$ cat config.mk
export PLATFORM = sky130hd
export DESIGN_NAME = asy_counter_initiator
export DESIGN_NICKNAME = d
export VERILOG_FILES = /design/src/rtl/asy_counter_pkg.sv /design/src/rtl/sync_ff_chain.sv /design/src/rtl/asy_counter_initiator.sv
export SDC_FILE = /design/constraint.sdc
export NUM_CORES = 1
export LEC_CHECK = 0
export CAP_MARGIN = 10
export CORE_AREA = 2 2 39 41
export DETAILED_ROUTE_END_ITERATION = 10
export DIE_AREA = 0 0 41 43
export MAX_ROUTING_LAYER = met4
export PLACE_DENSITY = 0.68
export SLEW_MARGIN = 0
export SYNTH_ARGS = -nofsm -noshare
export SYNTH_HDL_FRONTEND = slang
export SYNTH_SLANG_ARGS = --single-unit
$ cat constraint.sdc
create_clock -name clk_i -period 1.1 [get_ports clk_i]
set_input_delay 0.22 -clock clk_i [delete_from_list [all_inputs] [get_ports clk_i]]
set_output_delay 0.22 -clock clk_i [all_outputs]
set_load 0.01 [all_outputs]
$ cat src/rtl/asy_counter_pkg.sv
// Shared types and default sizes for the asynchronous-counter initiator
// and its helper blocks.
package asy_counter_pkg;

   typedef enum logic [1:0] {
      IDLE = 2'd0,
      REQ  = 2'd1,
      CAPT = 2'd2,
      REL  = 2'd3
   } state_t;

   localparam int DATA_W_DEF      = 4;
   localparam int SYNC_STAGES_DEF = 2;

endpackage

$ cat src/rtl/sync_ff_chain.sv
// N-flop synchroniser for a single asynchronous input, cleared to 0 by the
// asynchronous active-low reset. N must be at least 2.
module sync_ff_chain #(
   parameter int N = 2
) (
   input  logic clk_i,
   input  logic arst_n_i,
   input  logic d_i,
   output logic q_o
);

   logic [N-1:0] r_sync;

   always_ff @(posedge clk_i or negedge arst_n_i) begin
      if (!arst_n_i) begin
         r_sync <= '0;
      end else begin
         r_sync <= {r_sync[N-2:0], d_i};
      end
   end

   assign q_o = r_sync[N-1];

endmodule

$ cat src/rtl/asy_counter_initiator.sv
// Clocked initiator for the asynchronous counter's start/ack bundled-data handshake.
// Optional phase timeout with sticky error flag: define KOLMAN_INIT_TIMEOUT_EN.
module asy_counter_initiator
   import asy_counter_pkg::*;
#(
   parameter int DATA_W      = DATA_W_DEF,
   parameter int SYNC_STAGES = SYNC_STAGES_DEF
`ifdef KOLMAN_INIT_TIMEOUT_EN
   ,
   parameter int TIMEOUT_CYC = 255
`endif
) (
   input  logic              clk_i,
   input  logic              arst_n_i,
   input  logic              req_i,
   input  logic              clr_i,
   output logic              busy_o,
   output logic              valid_o,
   output logic [DATA_W-1:0] data_o,
   output logic              err_o,
   output logic              start_o,
   output logic              clr_n_o,
   input  logic              ack_i,
   input  logic [DATA_W-1:0] dout_i,
   output state_t            dbg_state_o
);

   // Four-phase handshake: start_o rises only while ack is low, stays high
   // until ack is seen high, then falls; the cycle closes when ack returns
   // low. dout_i is valid whenever ack_i is high, so it is sampled only once
   // the synchronised ack has been seen.

   state_t            r_state;
   state_t            w_state_nxt;
   logic              w_ack_s;
   logic              r_start;
   logic              r_clr_n;
   logic              r_valid;
   logic [DATA_W-1:0] r_data;
   logic              w_start_nxt;
   logic              w_clr_n_nxt;
   logic              w_capture;
   logic              w_tmo_req;
   logic              w_tmo_rel;

   sync_ff_chain #(
      .N(SYNC_STAGES)
   ) u_ack_sync (
      .clk_i   (clk_i),
      .arst_n_i(arst_n_i),
      .d_i     (ack_i),
      .q_o     (w_ack_s)
   );

   always_comb begin
      w_state_nxt = r_state;
      w_clr_n_nxt = 1'b1;
      w_capture   = 1'b0;
      case (r_state)
         IDLE: begin
            if (clr_i) begin
               w_clr_n_nxt = 1'b0;
            end else if (req_i && !w_ack_s) begin
               w_state_nxt = REQ;
            end
         end
         REQ: begin
            if (w_ack_s) begin
               w_state_nxt = CAPT;
            end else if (w_tmo_req) begin
               w_state_nxt = REL;
            end
         end
         CAPT: begin
            w_capture   = 1'b1;
            w_state_nxt = REL;
         end
         REL: begin
            if (!w_ack_s || w_tmo_rel) begin
               w_state_nxt = IDLE;
            end
         end
         default: w_state_nxt = IDLE;
      endcase
      w_start_nxt = (w_state_nxt == REQ) || (w_state_nxt == CAPT);
   end

   always_ff @(posedge clk_i or negedge arst_n_i) begin
      if (!arst_n_i) begin
         r_state <= IDLE;
         r_start <= 1'b0;
         r_clr_n <= 1'b1;
         r_valid <= 1'b0;
         r_data  <= '0;
      end else begin
         r_state <= w_state_nxt;
         r_start <= w_start_nxt;
         r_clr_n <= w_clr_n_nxt;
         r_valid <= w_capture;
         if (w_capture) begin
            r_data <= dout_i;
         end
      end
   end

`ifdef KOLMAN_INIT_TIMEOUT_EN
   localparam int               TMO_W    = $clog2(TIMEOUT_CYC + 1);
   localparam logic [TMO_W-1:0] TMO_LAST = TMO_W'(TIMEOUT_CYC - 1);

   logic [TMO_W-1:0] r_tmo_cnt;
   logic             r_err;

   // The count equals the number of completed cycles spent in the phase.
   assign w_tmo_req = (r_state == REQ) && !w_ack_s && (r_tmo_cnt == TMO_LAST);
   assign w_tmo_rel = (r_state == REL) &&  w_ack_s && (r_tmo_cnt == TMO_LAST);

   always_ff @(posedge clk_i or negedge arst_n_i) begin
      if (!arst_n_i) begin
         r_tmo_cnt <= '0;
         r_err     <= 1'b0;
      end else begin
         if (w_state_nxt != r_state) begin
            r_tmo_cnt <= '0;
         end else if ((r_state == REQ) || (r_state == REL)) begin
            r_tmo_cnt <= r_tmo_cnt + 1'b1;
         end
         if (w_tmo_req || w_tmo_rel) begin
            r_err <= 1'b1;
         end else if ((r_state == IDLE) && clr_i) begin
            r_err <= 1'b0;
         end
      end
   end

   assign err_o = r_err;
`else
   assign w_tmo_req = 1'b0;
   assign w_tmo_rel = 1'b0;
   assign err_o     = 1'b0;
`endif

   assign busy_o      = (r_state != IDLE);
   assign valid_o     = r_valid;
   assign data_o      = r_data;
   assign start_o     = r_start;
   assign clr_n_o     = r_clr_n;
   assign dbg_state_o = r_state;

endmodule

==> metrics.md <==
| Metric | Value |
|---|---|
| Met1 WL | 319 um |
| Number of synthesized flops with an enable pin | 0 |
| CP Class | register to primary output |
| Mapped Nets | 41 |
| CTS H-tree lvls | 1 |
| Largest net degree at the start of global routing | 7 |
| CP max stage delay | 0.39 ns |
| PD cells | 2690 mW/mm^2 |
| Critical-path top delay cell | dfrtp_1 |
| Top delay family on crit path | flip-flops |
| Setup Skew | 0.00629 ns |
| Initial antenna violation count | 0 |
| Crit path required time | 0.88 ns |
| Via count | 323 |
| Critical path buffers and inverters | 2 |
| WP data arrival | 0.95 ns |
| Most used DFF post-synth | dfrtp_1 |
| Root buf cell | clkbuf_4 |
| Status | finished, violations left |
| Row cnt | 14 |
| Area delta synth->final | 53.2% |
| CTS max path bufs | 2 |
| Fin Hold WS | 0.248 ns |
| Share of layout cells above drive strength 1 | 0.492 |
| Number of global-route vias before repair | 306 |
| Max-slew violations | 0 |
| Final setup margin | -0.0722 ns |
| Clock latency on the worst-skew pair | 0.27 ns |
| DRC Markers | 0 |
| Synth Register Bits | 11 |
| Cell Count, Final, Fillers Out | 75 |
| Failing checks | negative setup slack |
| Placed Cells | 70 |
| Area after DPL | 669 sq um |
| Global-route wire length before repair | 1.32 mm |
| Final period util | 1.07 |
| Met2 wire length | 478 um |
| Yosys synthesis warning count | 0 |
| Die width | 41 um |
| GRT Residual Overflow | 0 |
| Synth top area cells | dfrtp_1 57%, mux2_4 14%, dfstp_2 6.0% |
| Register area share after synthesis | 0.635 |
| R2R Path End | data_o[1] |
| First DRT Iteration DRCs | 0 |
| CP Cell Sequence | nor2_2 > inv_1 > buf_2 |
| RSZ-0062 raised after global routing | yes |
| Die area | 0.00176 sq mm |
| Min cycle time layout | 1.17 ns |
| Reg2reg setup slack | -0.04 ns |
| Post-synth cell types | 15 |
| Total chip power | 0.00179 W |
| Fmax achieved | 853 MHz |
| Boundary Pins | 20 |
| Wire length per cell | 11.4 um |
| Final Setup Violations | 7 |
| Max Cap Viol | 0 |
| Mapped Cells | 32 |
| CP startpoint kind | register |
| HP Class | input port to asynchronous set/reset pin |
| Core area | 0.00138 sq mm |
| Hold-fix buffers at CTS | 0 |
| NumNets Final | 69 |
| CTS tree | done |
| Fillers | 142 |
| DR pass1 iterations | 1 |
| Ant. Diodes | 0 |
| Worst r2r src | dbg_state_o[0] |
| Avg Inst Size Synth | 13.6 sq um |
| Post-synth ARST share | 1.00 |
| Port-buffer cells | 18 |
| Reg2Reg Depth | 3 |
| Footprint of the multi-input gates | 144 sq um |
| RePlAce Congestion | 0.717 |
| GRT Util Overall | 0.128 |
| Reg area | 277 sq um |
| # clock sinks | 11 |
| Leak pwr | 0.344 nW |
| Highest metal used | met4 |
| VDD IR max | 1140 uV |
| Detail Route Antenna Nets | 0 |
| Final hold vios | 0 |
| Critical Path End Type | primary output |
| Clock transition at path regs | 0.07 ns |
| Setup TNS | -0.260 ns |
| Synthesized area | 435 sq um |
| Die Ht | 43 um |
| Routed wl met3 | 40 um |
| Starting density of the core | 0.315 |
| Post-Route WL | 853 um |
| Post-DP HPWL | 666 um |
| Share of the synthesized area in the top cell type | 0.575 |
| Total CTS buffers | 3 |
| Commonest cells post-synth | 10 x dfrtp_1, 4 x mux2_4, 3 x inv_1, 3 x nand2_1, 2 x nand2b_1 |
| Area leader, netlist | dfrtp_1 |
| Vias per cell | 4.31 |
| Cell area after layout | 667 sq um |
| Worst-path fanout max | 2 |
| Most common cell in the synthesized netlist | dfrtp_1 |
[where the power goes]
group | leakage (nW) | internal (W) | switching (W)
logic | 0.199 | 0.000500 | 0.000364
clock network | 0.0150 | 0.000140 | 0.000128
registers | 0.130 | 0.000575 | 0.0000841
total | 0.344 | 0.00122 | 0.000577
[logic make-up (layout without fill, tap and decap cells)]
| kind of cell | Yosys count | in the layout | share of synthesized area |
|---|---|---|---|
| flip-flops | 11 | 11 | 0.635 |
| other | 1 | 1 | 0.00861 |
| buffers and inverters | 5 | 32 | 0.0690 |
| multiplexers | 4 | 4 | 0.138 |
| AND/OR/NAND/NOR | 9 | 9 | 0.121 |
| AO/OA/AOI/OAI | 2 | 2 | 0.0287 |
[area by class of cell]
type,count,area share
Sequential cell,11,0.415
Timing Repair Buffer,25,0.283
Multi-Input combinational cell,16,0.216
Clock buffer,4,0.0394
Tap cell,16,0.0300
Inverter,3,0.0169
[worst max path at each step]
stage	from	endpoint	cells past startpoint	slack, ns
after global routing	dbg_state_o[1]	busy_o	3	-0.13
after CTS	dbg_state_o[1]	busy_o	3	-0.08
after floorplan	dbg_state_o[0]	data_o[0]	3	-0.02
after detailed placement	dbg_state_o[1]	busy_o	3	-0.16
after global placement	dbg_state_o[1]	busy_o	3	-0.16
final	dbg_state_o[0]	busy_o	3	-0.07
[placed cells by master (no fill, tap or decap), types with 2 or more instances in the layout]
master           Yosys  layout
mux2_4               4       4
clkbuf_2             0       2
clkbuf_4             0       3
dfrtp_1             10      10
buf_2                0       7
buf_4                1       7
clkdlybuf4s50_1      0       8
nand2_1              3       3
inv_1                3       3
[metal layers]
metal,track usage,up-vias
met3,0.0785,2
li1,-,156
met4,0.100,0
met1,0.121,157
met2,0.178,8
met5,-,-
[what timing repair did]
item,CTS,global route
pin swaps,1,0
setup endpoints to repair,14,12
buffers inserted,1,0
endpoints found under the hold margin,0,0
gates resized for setup,36,5
[worst register-to-register path: cells and delay by family, from the launching register on]
kind / cells / cell delay [ns]
AND/OR/NAND/NOR: 1 / 0.17
buffers and inverters: 1 / 0.16
multiplexers: 1 / 0.31
flip-flops: 1 / 0.39
[sequential cells by signal, indices dropped and copies added (netlist names)]
| name | flops |
|---|---|
| data_o | 4 |
| valid_o | 1 |
| clr_n_o | 1 |
| u_ack_sync.r_sync | 2 |
| dbg_state_o | 2 |
| start_o | 1 |
[per-stage QoR]
stage | setup WS [ns] | utilization
floorplan | -0.0178 | -
detailed placement | -0.164 | 0.484
CTS | -0.0759 | 0.495
global route | -0.131 | 0.482
global placement | -0.163 | 0.484
finish | -0.0722 | 0.482
(Power assumes the default switching activity.)
